$ cat src/rtl/contador_descendente.sv
// Programmable down-counting timer: loads a duration, counts it to zero at a prescaled rate, pulses fin.
// Optional macro CONTADOR_AUTORECARGA_EN: reload from the last loaded value for a periodic fin.
module contador_descendente #(
  parameter int N        = 8,
  parameter int PRESCALE = 50000
) (
  input  logic         clk,
  input  logic         reset,
  input  logic         load,
  input  logic [N-1:0] valor_inicial,
  input  logic         start,
  input  logic         pause,
  output logic [N-1:0] cuenta,
  output logic         activo,
  output logic         fin
);

  localparam int PW = (PRESCALE > 1) ? $clog2(PRESCALE) : 1;
  localparam logic [PW-1:0] PRE_MAX = PW'(PRESCALE - 1);

  typedef enum logic [1:0] {IDLE, RUN, PAUSE, DONE} state_t;

  state_t        state;
  logic [PW-1:0] prescaler;
  logic          tick;

`ifdef CONTADOR_AUTORECARGA_EN
  logic [N-1:0] recarga;
`endif

  assign tick = (prescaler == PRE_MAX);

  // NOTE: state registers use non-blocking assignments so every flop samples pre-edge values.
  always_ff @(posedge clk or negedge reset) begin
    if (!reset) begin
      state     <= IDLE;
      cuenta    <= '0;
      prescaler <= '0;
      activo    <= 1'b0;
      fin       <= 1'b0;
`ifdef CONTADOR_AUTORECARGA_EN
      recarga   <= '0;
`endif
    end else begin
      fin <= 1'b0;
      if (load) begin
        // A load always wins and aborts any count in progress.
        cuenta    <= valor_inicial;
        prescaler <= '0;
        state     <= IDLE;
        activo    <= 1'b0;
`ifdef CONTADOR_AUTORECARGA_EN
        recarga   <= valor_inicial;
`endif
      end else begin
        unique case (state)
          IDLE: begin
            if (start) begin
              if (cuenta != '0) begin
                state  <= RUN;
                activo <= 1'b1;
              end else begin
                state <= DONE;
                fin   <= 1'b1;
              end
            end
          end
          RUN: begin
            if (!start && pause) begin
              state  <= PAUSE;
              activo <= 1'b0;
            end else if (tick) begin
              prescaler <= '0;
              if (cuenta == N'(1)) begin
                fin <= 1'b1;
`ifdef CONTADOR_AUTORECARGA_EN
                if (recarga != '0) begin
                  cuenta <= recarga;
                end else begin
                  cuenta <= '0;
                  state  <= DONE;
                  activo <= 1'b0;
                end
`else
                cuenta <= '0;
                state  <= DONE;
                activo <= 1'b0;
`endif
              end else begin
                cuenta <= cuenta - N'(1);
              end
            end else begin
              prescaler <= prescaler + PW'(1);
            end
          end
          PAUSE: begin
            // Prescaler is left untouched so the resumed period loses no ticks.
            if (start) begin
              state  <= RUN;
              activo <= 1'b1;
            end
          end
          DONE: begin
            cuenta <= '0;
          end
          default: state <= IDLE;
        endcase
      end
    end
  end

endmodule

$ cat config.mk
export PLATFORM = sky130hd
export DESIGN_NAME = contador_descendente
export DESIGN_NICKNAME = d
export VERILOG_FILES = /design/src/rtl/contador_descendente.sv
export SDC_FILE = /design/constraint.sdc
export NUM_CORES = 1
export LEC_CHECK = 0
export CORE_MARGIN = 2
export CORE_UTILIZATION = 58
export CTS_CLUSTER_DIAMETER = 40
export CTS_CLUSTER_SIZE = 12
export DETAILED_ROUTE_END_ITERATION = 10
export HOLD_SLACK_MARGIN = 0.02
export PLACE_DENSITY = 0.94
export SLEW_MARGIN = 10
export SYNTH_ARGS = -nofsm -noshare
export SYNTH_HDL_FRONTEND = slang
export SYNTH_SLANG_ARGS = --single-unit
$ cat constraint.sdc
create_clock -name clk -period 4 [get_ports clk]
set_clock_uncertainty 0.05 [all_clocks]
set_input_delay 0.8 -clock clk [delete_from_list [all_inputs] [get_ports clk]]
set_output_delay 0.8 -clock clk [all_outputs]
set_load 0.02 [all_outputs]
; After elaboration in Yosys (flattened, before gate mapping)
; Index checks and enable logic that the tools add are counted.
[word_totals]
register_bits = 28
in_bits = 13
out_inout_bits = 10
word_cells = 63
[op_classes]
n_addsub = 2
eq_ne = 13
n_mux = 32
reduce_logical = 11
[ops]
columns = op, count
row1 = 2-to-1 mux 16 bit, 4
row2 = 2-to-1 mux 8 bit, 4
row3 = adder 16 x 1 -> 16 bit (second input constant), 1
row4 = == test 16 bit (second input constant), 1
row5 = one-hot mux 8 bit (2 select lines), 1
row6 = inequality test 3 bit (second input constant), 5
row7 = 2-to-1 mux 2 bit, 7
row8 = 2-to-1 mux 1 bit, 13
row9 = == test 8 x 1 -> 1 bit (second input constant), 1
row10 = inequality test 4 bit (second input constant), 2
row11 = nonzero test 8 bit, 1
row12 = subtractor 8 x 1 -> 8 bit (second input constant), 1
row13 = one-hot mux 2 bit (3 select lines), 1
row14 = AND reduction 6 bit, 1
row15 = AND reduction 5 bit, 1
row16 = == test 2 bit (second input constant), 2
row17 = nonzero test 4 bit, 1
row18 = one-hot mux 1 bit (3 select lines), 1
row19 = AND reduction 3 bit, 1
row20 = nonzero test 3 bit, 1
row21 = == test 2 x 1 -> 1 bit (second input constant), 1
row22 = zero test 2 bit, 1
row23 = inequality test 2 bit (second input constant), 1
row24 = one-hot mux 1 bit (2 select lines), 1
row25 = 4 further kinds, 4

; Depth between registers and ports, before layout
[logic_depth]
ltp_word = 6
mapped_depth = 8
ltp_nobuf = 7

; Worst setup path before layout
; OpenSTA, ideal clock, no wires.
[synth_path]
path_kind = input-to-reg
from = in load
to = reg prescaler[11]
setup_ns = 0.078
t_arrival_ns = 2.155
required_ns = 3.872
setup_slack_ns = 1.718
path_stages = 6
n_path_buf = 1
path_cell_list = clkbuf_1 -> inv_1 -> o21ai_1 -> nand2_1 -> or4_1 -> a21oi_1
[synth_between]
elab_chain_len = 2
[synth_lines]
columns = item, line_no
row1 = from (decl), 9  ; input logic load,
row2 = inequality test 2 bit (no source line) / nonzero test 2 bit (equally long branches), n/a
row3 = AND reduction 2 bit (no source line), n/a
row4 = to (signal assigned), 93  ; prescaler <= prescaler + PW'(1);
row5 = to (decl), 24  ; logic [PW-1:0] prescaler;
; Several ways; a longest one is shown, not always the timed one.
; A chain may end at the register's enable or synchronous reset.

; Final worst setup path
[layout_path]
from = reg prescaler[13]
to = reg prescaler[6]
[layout_between]
elab_chain_len = 5
[layout_lines]
columns = item, line_no
row1 = == test 16 bit, 31  ; assign tick = (prescaler == PRE_MAX);
row2 = 2-to-1 mux 16 bit, 72  ; end else if (tick) begin
row3 = 2-to-1 mux 16 bit, 69  ; if (!start && pause) begin
row4 = 2-to-1 mux 16 bit, 56  ; unique case (state)
row5 = 2-to-1 mux 16 bit, 46  ; if (load) begin
; Every way passes these cells. The select of a mux whose other input is x is not followed.

==> results.json <==
{
  "status": "finished, final reports clean",
  "first_global_vias": 1568,
  "ys_ff_latch": 28,
  "synth_cells": 186,
  "worst_slew_pin_slew_ns": 0.934,
  "synthXorXnorAreaFrac": 0.0567,
  "critPathCaptureType": "flip-flop",
  "routabilityCongestion": 0.898,
  "yosysSeqAreaShare": 0.412,
  "antenna_cells": 0,
  "overflow": 0,
  "synth_mux_area_frac": 0.0184,
  "ir_drop_v": 0.000293,
  "arrival_ns": 2.94,
  "cts_buffer_depth": 2,
  "synth-simple-area-share": 0.256,
  "cp.required_ns": 4.15,
  "maxCapViolCount": 0,
  "synth.largest_area_cell": "dfrtp_1",
  "min_path_type": "reg -> reg",
  "synth_edf_count": 0,
  "drive_above_1_share": 0.0529,
  "syn_nets": 206,
  "async_reset_ff_frac": 1.00,
  "first_pass_iters": 4,
  "drc": 0,
  "grt_pass1_wl_um": 6870,
  "post_cts_resized": 0,
  "grtUsageTotal": 0.264,
  "clock_latency_ns": 0.34,
  "synthAdderAreaFrac": 0.0515,
  "critPathKind": "reg -> reg",
  "layout_setup_ws_ns": 1.22,
  "ioPinCount": 23,
  "synth_ff_type": "dfrtp_1",
  "cts_setup_buffers": 0,
  "p_leak_uw": 0.000789,
  "setup_viol": 0,
  "antenna_violating_nets_post_route": 0,
  "seqPwrFrac": 0.469,
  "path_max_fanout": 13,
  "cts_tree": "yes",
  "netlist_area_mm2": 0.00170,
  "yosys_warnings": 0,
  "fp-row-count": 19,
  "p_clk_frac": 0.201,
  "yosysTopAreaCellShare": 0.412,
  "startpoint_type": "flip-flop",
  "worst_r2r_path_depth": 4,
  "wl_per_cell_um": 16.8,
  "slew_viol_final": 0,
  "power_density_mw_per_mm2": 368,
  "cts.sinks": 28,
  "ys_top_cells_by_area": "dfrtp_1, nor2_1, ha_1, a21oi_1, xor2_1",
  "vias": 1530,
  "area_growth_pct": 16.0,
  "power_frac_comb": 0.330,
  "avgSynthCellArea_um2": 9.14,
  "cts_made_buffers": 3,
  "fin_crit_ns": 2.78,
  "clk_pin_slew_ns": 0.16,
  "dieArea_mm2": 0.00338,
  "die_height_um": 58.1,
  "drt_iter0_drc": 88,
  "synth_compound_area_frac": 0.167,
  "whs_path_depth": 1,
  "hpwl_um": 2910,
  "wl_um": 4010,
  "dp_worst_setup_slack_ns": 1.12,
  "htreeDepth": 1,
  "synth_cell_types": 46,
  "port_buffers": 22,
  "finalHoldViolCount": 0,
  "initial_core_util": 0.611,
  "switching_share": 0.356,
  "post_drt_via_cell_ratio": 6.40,
  "dieWidth_um": 58.1,
  "root_buffer": "clkbuf_4",
  "core_area_mm2": 0.00278,
  "synth_top_family_by_area": "simple AND/OR/NAND/NOR gates",
  "p_sw_uw": 258,
  "fin_crit_sh": 0.696,
  "slew_headroom": 0.373,
  "p_int_uw": 468,
  "ctsHoldBuffers": 0,
  "fin_setup_tns_ns": 0,
  "grt_max_degree": 29,
  "antenna_found_initial": 0,
  "fmax_mhz": 359,
  "layout.nets": 229,
  "rsz0062_at_grt": "false"
}
registers in the layout, indices dropped and copies added (netlist names):
signal / flops
prescaler: 16
cuenta: 8
state: 2
activo: 1
fin: 1
path summary, 6_finish.rpt:
kind	startpoint	endpoint	slack, ns
min in group asynchronous	reset	prescaler[9]	0.76
max	prescaler[13]	prescaler[6]	1.22
max in group asynchronous	reset	prescaler[14]	2.87
min reg2reg	prescaler[14]	prescaler[14]	0.49
max reg2reg	prescaler[13]	prescaler[6]	1.22
min	prescaler[14]	prescaler[14]	0.49
placed cells by master, fill, tap and decap left out, types with 2 or more instances in the layout:
cell / synthesis / final
clkdlybuf4s50_1: 0 / 22
buf_4: 0 / 2
mux2i_1: 2 / 2
nor4_1: 4 / 4
and3_1: 5 / 5
clkbuf_4: 0 / 3
nor2_1: 26 / 26
nand2b_1: 2 / 2
xor2_1: 6 / 6
dfrtp_1: 28 / 28
nand3_1: 6 / 6
nand4_1: 4 / 4
ha_1: 7 / 7
nor4b_1: 3 / 3
xnor2_1: 5 / 5
a21oi_1: 13 / 13
or4_1: 2 / 2
inv_1: 7 / 7
o21ai_1: 9 / 9
nand2_1: 11 / 11
a211oi_1: 2 / 2
nor3b_1: 5 / 5
nor3_1: 5 / 5
o21ai_0: 6 / 6
worst max-delay path, cell delays in order (launching register included):
cell and delay [ns]:
dfrtp_1 0.45, or4b_1 0.53, or4_1 0.69, o21ai_1 0.80, nor2_1 0.12
power groups by stage:
stage	clock (µW)	combinational [µW]	sequential, µW
floorplan	0	127	362
global placement	0	227	343
detailed placement	0	236	345
CTS	147	239	340
global route	156	264	345
finish	146	240	341
through the flow:
stage                     hold WS, ns  cells  cell area (µm²)   util  total power (µW)
after floorplan                 0.415    186             1700      -               489
after global placement          0.430    235             1940  0.696               570
after detailed placement        0.471    235             1940  0.696               581
after CTS                       0.491    239             1970  0.709               726
after global routing            0.514    239             1970  0.709               764
final                           0.488    239             1970  0.709               726
layout make-up:
class,count,area [µm²]
timing repair buffer,24,235
tap,31,38.8
fill,200,810
sequential,28,701
multi-input combinational,145,935
inverter,7,26.3
clock buffer,4,36.3
metal layers:
metal,share of wire,GRT usage,vias to the layer above
met5,0,0,-
met4,0.030,0.130,0
met3,0.039,0.0290,13
met2,0.52,0.469,47
met1,0.41,0.317,749
li1,-,-,721
logic make-up after synthesis:
family	Yosys count
AOI/OAI and AO/OA	43
buffers and inverters	13
muxes	3
and+or+nand+nor	81
DFF	28
xor gates and xnor gates	11
adders and majority gates	7
cell usage after synthesis, types with 2 or more instances:
cell / count
dfrtp_1: 28
nor2_1: 26
a21oi_1: 13
nand2_1: 11
o21ai_1: 9
ha_1: 7
inv_1: 7
nand3_1: 6
o21ai_0: 6
xor2_1: 6
and3_1: 5
nor3_1: 5
nor3b_1: 5
xnor2_1: 5
nand4_1: 4
nor4_1: 4
clkbuf_1: 3
nor4b_1: 3
a211oi_1: 2
buf_6: 2
mux2i_1: 2
nand2b_1: 2
or4_1: 2
(Power assumes the default switching activity.)
==> patch 1 (config.mk and constraints unchanged) <==
The 4 states of `state_t` get a Gray code encoding in 2 bits.
--- a/src/rtl/contador_descendente.sv
+++ b/src/rtl/contador_descendente.sv
@@ -19,5 +19,5 @@
   localparam logic [PW-1:0] PRE_MAX = PW'(PRESCALE - 1);
 
-  typedef enum logic [1:0] {IDLE, RUN, PAUSE, DONE} state_t;
+  typedef enum logic [1:0] {IDLE = 2'b00, RUN = 2'b01, PAUSE = 2'b11, DONE = 2'b10} state_t;
 
   state_t        state;
Formal check against the unedited RTL: no difference found for any inputs over 10 cycles, from zero or initial values and one cycle with reset low; not proved beyond that.
==> patch 1 against the original RTL <==
- wire length is 1.1% lower
- worst setup slack better by 0.063 ns
- largest cell class unchanged
- cell area is 2.5% higher
- hold slack better by 0.033 ns
- critical path type is now input port to flip-flop
- area after synthesis is 0.59% higher
- critical path depth is 1 higher
- sequential cell count stayed put
Power is not compared: it rests on default switching activity, and its combinational part moved more than twofold at a synthesized area within 25%.
==> patch 1: results (changes against the original RTL) <==
\begin{tabular}{lr}
\hline
Metric & Value \\
\hline
\multicolumn{2}{l}{\textbf{Timing}} \\
Relative slew margins & 54.1\% (was 37.3\%) \\
Hold WS & 0.521 ns (was 0.488 ns) \\
\multicolumn{2}{l}{\textbf{Worst hold path}} \\
Hold wc startpoint & prescaler[1]\$\_DFFE\_PN0P\_ (was prescaler[14]\$\_DFFE\_PN0P\_) \\
\multicolumn{2}{l}{\textbf{Final layout}} \\
Final std cells w/o fill & 243 (was 239) \\
Inverters, non-clock & 8 (was 7) \\
Clock-cell share & 2.60\% (was 1.84\%) \\
Fill cell count & 188 (was 200) \\
Proportion of cell area occupied by multi-input gates & 47.3\% (was 47.4\%) \\
Flip-flop and latch share of the layout cell area & 34.7\% (was 35.5\%) \\
Signal buf overhead & 12.0\% (was 11.9\%) \\
Number of clock buffer instances in the layout & 3 (was 4) \\
Layout cell share with drive strength beyond 1 & 9.91\% (was 5.29\%) \\
\multicolumn{2}{l}{\textbf{GRT}} \\
Gr usage total & 25.7\% (was 26.4\%) \\
Global routing met1 resource utilization & 36.6\% (was 31.7\%) \\
Met2 Use GR & 38.2\% (was 46.9\%) \\
Via count of the first global-routing pass & 1,444 (was 1,568) \\
\multicolumn{2}{l}{\textbf{Synth}} \\
Mapped Nets & 205 (was 206) \\
Gate count after technology mapping & 188 (was 186) \\
Top cells by area, synth & dfrtp\_1, nor2\_1, xnor2\_1 (was dfrtp\_1, nor2\_1, ha\_1) \\
Share of the yosys chip area belonging to registers & 41.0\% (was 41.2\%) \\
\multicolumn{2}{l}{\textbf{Route}} \\
Number of violations reported at the end of detailed-routing iteration 0 & 108 (was 88) \\
Via density per instance & 6.37 (was 6.40) \\
Met3 wire length & 202 um (was 155 um) \\
Total routed wire length on the met1 layer & 1.82 mm (was 1.66 mm) \\
Routed wire length per instance & 16.3 um (was 16.8 um) \\
\multicolumn{2}{l}{\textbf{Setup path}} \\
Worst R2R Start & cuenta[1]\$\_DFFE\_PN0P\_ (was prescaler[13]\$\_DFFE\_PN0P\_) \\
Cell type of the slowest stage on the worst timing path & clkdlybuf4s50\_1 (was o21ai\_1) \\
Number of cells traversed by the worst register-to-register path & 7 (was 4) \\
Register-to-Register Setup Slack & 1.61 ns (was 1.22 ns) \\
\multicolumn{2}{l}{\textbf{Run status}} \\
Result of the run & finished, final reports clean (unchanged) \\
\multicolumn{2}{l}{\textbf{Place}} \\
Detailed placer's ending HPWL & 2.72 mm (was 2.91 mm) \\
\hline
\end{tabular}
patch 1: changes by cell type after synthesis, sizes merged, moves of 3 or more:
cell | unedited run | this run
nor4 | 4 | 7
ha | 7 | 4
xor2 | 6 | 3
a32oi | 1 | 4
xnor2 | 5 | 10
o21ai | 15 | 18
and3 | 5 | 1
patch 1: worst max path at each step:
stage               start                   endpoint  slack (ns)  cells after the start
floorplan            load         activo$_DFFE_PN0P_        1.83                      5
global placement     load         activo$_DFFE_PN0P_        1.05                      5
detailed placement   load         activo$_DFFE_PN0P_        0.93                      5
CTS                  load         activo$_DFFE_PN0P_        1.32                      5
global route         load  prescaler[12]$_DFFE_PN0P_        1.22                      6
finish               load         activo$_DFFE_PN0P_        1.28                      5
patch 1: logic make-up after synthesis:
| group | Yosys count | synth area share [%] |
|---|---|---|
| xor+xnor | 13 | 6.66 |
| flops | 28 | 41.0 |
| simple gates | 83 | 27.7 |
| fa+ha+maj | 4 | 2.93 |
| compound gates | 47 | 18.6 |
| buf+inv | 13 | 3.15 |
==> patch 2 (config.mk and constraints unchanged) <==
Without the edit above. Set the parameter `PRESCALE` to 100000 (it was 50000).
--- a/src/rtl/contador_descendente.sv
+++ b/src/rtl/contador_descendente.sv
@@ -3,5 +3,5 @@
 module contador_descendente #(
   parameter int N        = 8,
-  parameter int PRESCALE = 50000
+  parameter int PRESCALE = 100000
 ) (
   input  logic         clk,
Behaviour: same outputs for any inputs over 10 cycles, from zero or initial values and one cycle with reset low; that may be too few to reach the edited logic, so the function may still have changed.
==> patch 2 against the original RTL <==
- sequential power grew 6.2%
- wire length is 3.3% higher
- cell count rose by 17%
- clock power grew 42%
- area after synthesis is 8.9% higher
- register-to-register slack gained 0.46 ns
- worst setup slack gained 0.29 ns
- power rose by 19%
- via count up 12%
- sequential cell count up 1
- cell area is 9.5% higher
- fmax increased by 11%
- critical path type is now input port to flip-flop
- largest power group unchanged
==> patch 2: results (changes against the original RTL) <==
\begin{tabular}{lr}
\hline
Metric & Value \\
\hline
\multicolumn{2}{l}{\textbf{Clock network}} \\
Number of H-tree branching levels & 2 (was 1) \\
Clock transition at the register clock pins on the worst setup and hold paths after CTS & 0.10 ns (was 0.16 ns) \\
Total CTS buffers & 5 (was 3) \\
\multicolumn{2}{l}{\textbf{Setup path}} \\
Worst R2R Start & prescaler[11]\$\_DFFE\_PN0P\_ (was prescaler[13]\$\_DFFE\_PN0P\_) \\
Biggest cell delay along the critical path & 0.70 ns (was 0.80 ns) \\
Register-to-Register Setup Slack & 1.68 ns (was 1.22 ns) \\
Largest driver fanout on the critical path & 17 (was 13) \\
Worst reg2reg endpoint & cuenta[3]\$\_DFFE\_PN0P\_ (was prescaler[6]\$\_DFFE\_PN0P\_) \\
Cell type of the slowest stage on the worst timing path & clkdlybuf4s50\_1 (was o21ai\_1) \\
Endpoint of the worst setup timing path & cuenta[6]\$\_DFFE\_PN0P\_ (was prescaler[6]\$\_DFFE\_PN0P\_) \\
CP top delay family & compound AO/OA/AOI/OAI gates (was simple AND/OR/NAND/NOR gates) \\
Arrival time at the worst endpoint & 2.72 ns (was 2.94 ns) \\
\multicolumn{2}{l}{\textbf{GRT}} \\
Largest net degree at the start of global routing & 30 (was 29) \\
Gr usage total & 25.6\% (was 26.4\%) \\
Via count of the first global-routing pass & 1,648 (was 1,568) \\
\multicolumn{2}{l}{\textbf{Timing}} \\
Relative slew margins & 53.4\% (was 37.3\%) \\
\multicolumn{2}{l}{\textbf{Final layout}} \\
Final net count & 254 (was 229) \\
Fill cell count & 241 (was 200) \\
Top flop regs & prescaler x17, cuenta x8, state x2 (was prescaler x16, cuenta x8, state x2) \\
Layout cell share with drive strength beyond 1 & 9.79\% (was 5.29\%) \\
Antenna fix cells & 0 (unchanged) \\
\multicolumn{2}{l}{\textbf{Synth}} \\
Share of the yosys chip area belonging to registers & 39.2\% (was 41.2\%) \\
Mapped Nets & 231 (was 206) \\
Most frequent cells after synthesis & dfrtp\_1, nand2\_1, o21ai\_0 (was dfrtp\_1, nor2\_1, a21oi\_1) \\
Top cells by area, synth & dfrtp\_1, ha\_1, nand2\_1 (was dfrtp\_1, nor2\_1, ha\_1) \\
Number of distinct standard cells referenced by the synthesized netlist & 45 (was 46) \\
\multicolumn{2}{l}{\textbf{Place}} \\
Placer's final routability congestion estimate & 0.883 (was 0.898) \\
Cell Area, Placed & 2090 um2 (was 1940 um2) \\
Detailed placer's ending HPWL & 2.90 mm (was 2.91 mm) \\
\multicolumn{2}{l}{\textbf{Route}} \\
Pre-antenna DRT Iters & 5 (was 4) \\
Routed WL & 4.14 mm (was 4.01 mm) \\
Number of violations reported at the end of detailed-routing iteration 0 & 115 (was 88) \\
Via density per instance & 6.14 (was 6.40) \\
\multicolumn{2}{l}{\textbf{Power}} \\
Largest voltage drop on the vdd net & 0.214 mV (was 0.293 mV) \\
Leak & 0.000866 uW (was 0.000789 uW) \\
\multicolumn{2}{l}{\textbf{Run status}} \\
Result of the run & finished, final reports clean (unchanged) \\
\hline
\end{tabular}
patch 2: changes by cell type after synthesis, moves of 4 or more:
cell,before,now
nand2_1,11,23
nor2_1,26,14
o21ai_0,6,15
a22o_1,1,9
nand3_1,6,14
inv_1,7,13
o21ai_1,9,4
or3_2,0,5
xnor2_1,5,0
xor2_1,6,1
a31oi_1,1,5
patch 2: stage by stage:
step	instances	setup slack [ns]
after floorplan	211	1.86
after global routing	279	1.37
final	279	1.50
after CTS	279	1.53
after global placement	271	1.23
after detailed placement	271	1.19
patch 2: cell families (layout without fill, tap and decap cells):
| family | after synthesis | after routing | synth area share [%] |
|---|---|---|---|
| simple gates | 88 | 88 | 26.1 |
| compound gates | 62 | 62 | 22.2 |
| flops | 29 | 29 | 39.2 |
| buf+inv | 22 | 46 | 6.22 |
| fa+ha+maj | 7 | 7 | 4.73 |
| mux | 2 | 2 | 1.08 |
| xor+xnor | 1 | 1 | 0.473 |
patch 2: how the worst min path moves through the flow:
stage,start,end,slack [ns]
after global placement,prescaler[15]$_DFFE_PN0P_,prescaler[15]$_DFFE_PN0P_,0.47
after detailed placement,prescaler[15]$_DFFE_PN0P_,prescaler[15]$_DFFE_PN0P_,0.48
after floorplan,prescaler[15]$_DFFE_PN0P_,prescaler[15]$_DFFE_PN0P_,0.42
final,prescaler[15]$_DFFE_PN0P_,prescaler[15]$_DFFE_PN0P_,0.48
after CTS,prescaler[15]$_DFFE_PN0P_,prescaler[15]$_DFFE_PN0P_,0.49
after global routing,prescaler[15]$_DFFE_PN0P_,prescaler[15]$_DFFE_PN0P_,0.52
patch 2: metal layers:
metal	GRT usage, %	share of wire [%]	vias up	wire (um)
met5	0	0	-	0
met4	8.70	1.1	0	46
met3	5.76	4.8	6	197
met2	44.9	50	52	2060
met1	31.1	44	835	1840
li1	-	-	821	-
patch 2: worst register-to-register path, stage by stage (launching register included):
cell and delay [ns]:
dfrtp_1 0.45, or4_4 0.56, nor4_4 0.41, a221o_2 0.40, o21ai_0 0.15, a22o_1 0.20
patch 2: cell type report:
type | instances | area [um2] | share of cell area (%)
Tap cell | 44 | 55.1 | 2.55
Clock buffer | 7 | 65.1 | 3.01
Sequential cell | 29 | 726 | 33.6
Clock inverter | 1 | 5.00 | 0.232
Multi-Input combinational cell | 160 | 1020 | 47.1
Timing Repair Buffer | 25 | 243 | 11.2
Inverter | 13 | 48.8 | 2.26
patch 2: where the power goes:
part           switching, uW  leakage [uW]  internal [uW]  total [uW]
combinational            170      0.000436            121         291
clock                    106     0.0000413            102         208
sequential              40.4      0.000388            322         362
total                    316      0.000866            545         861
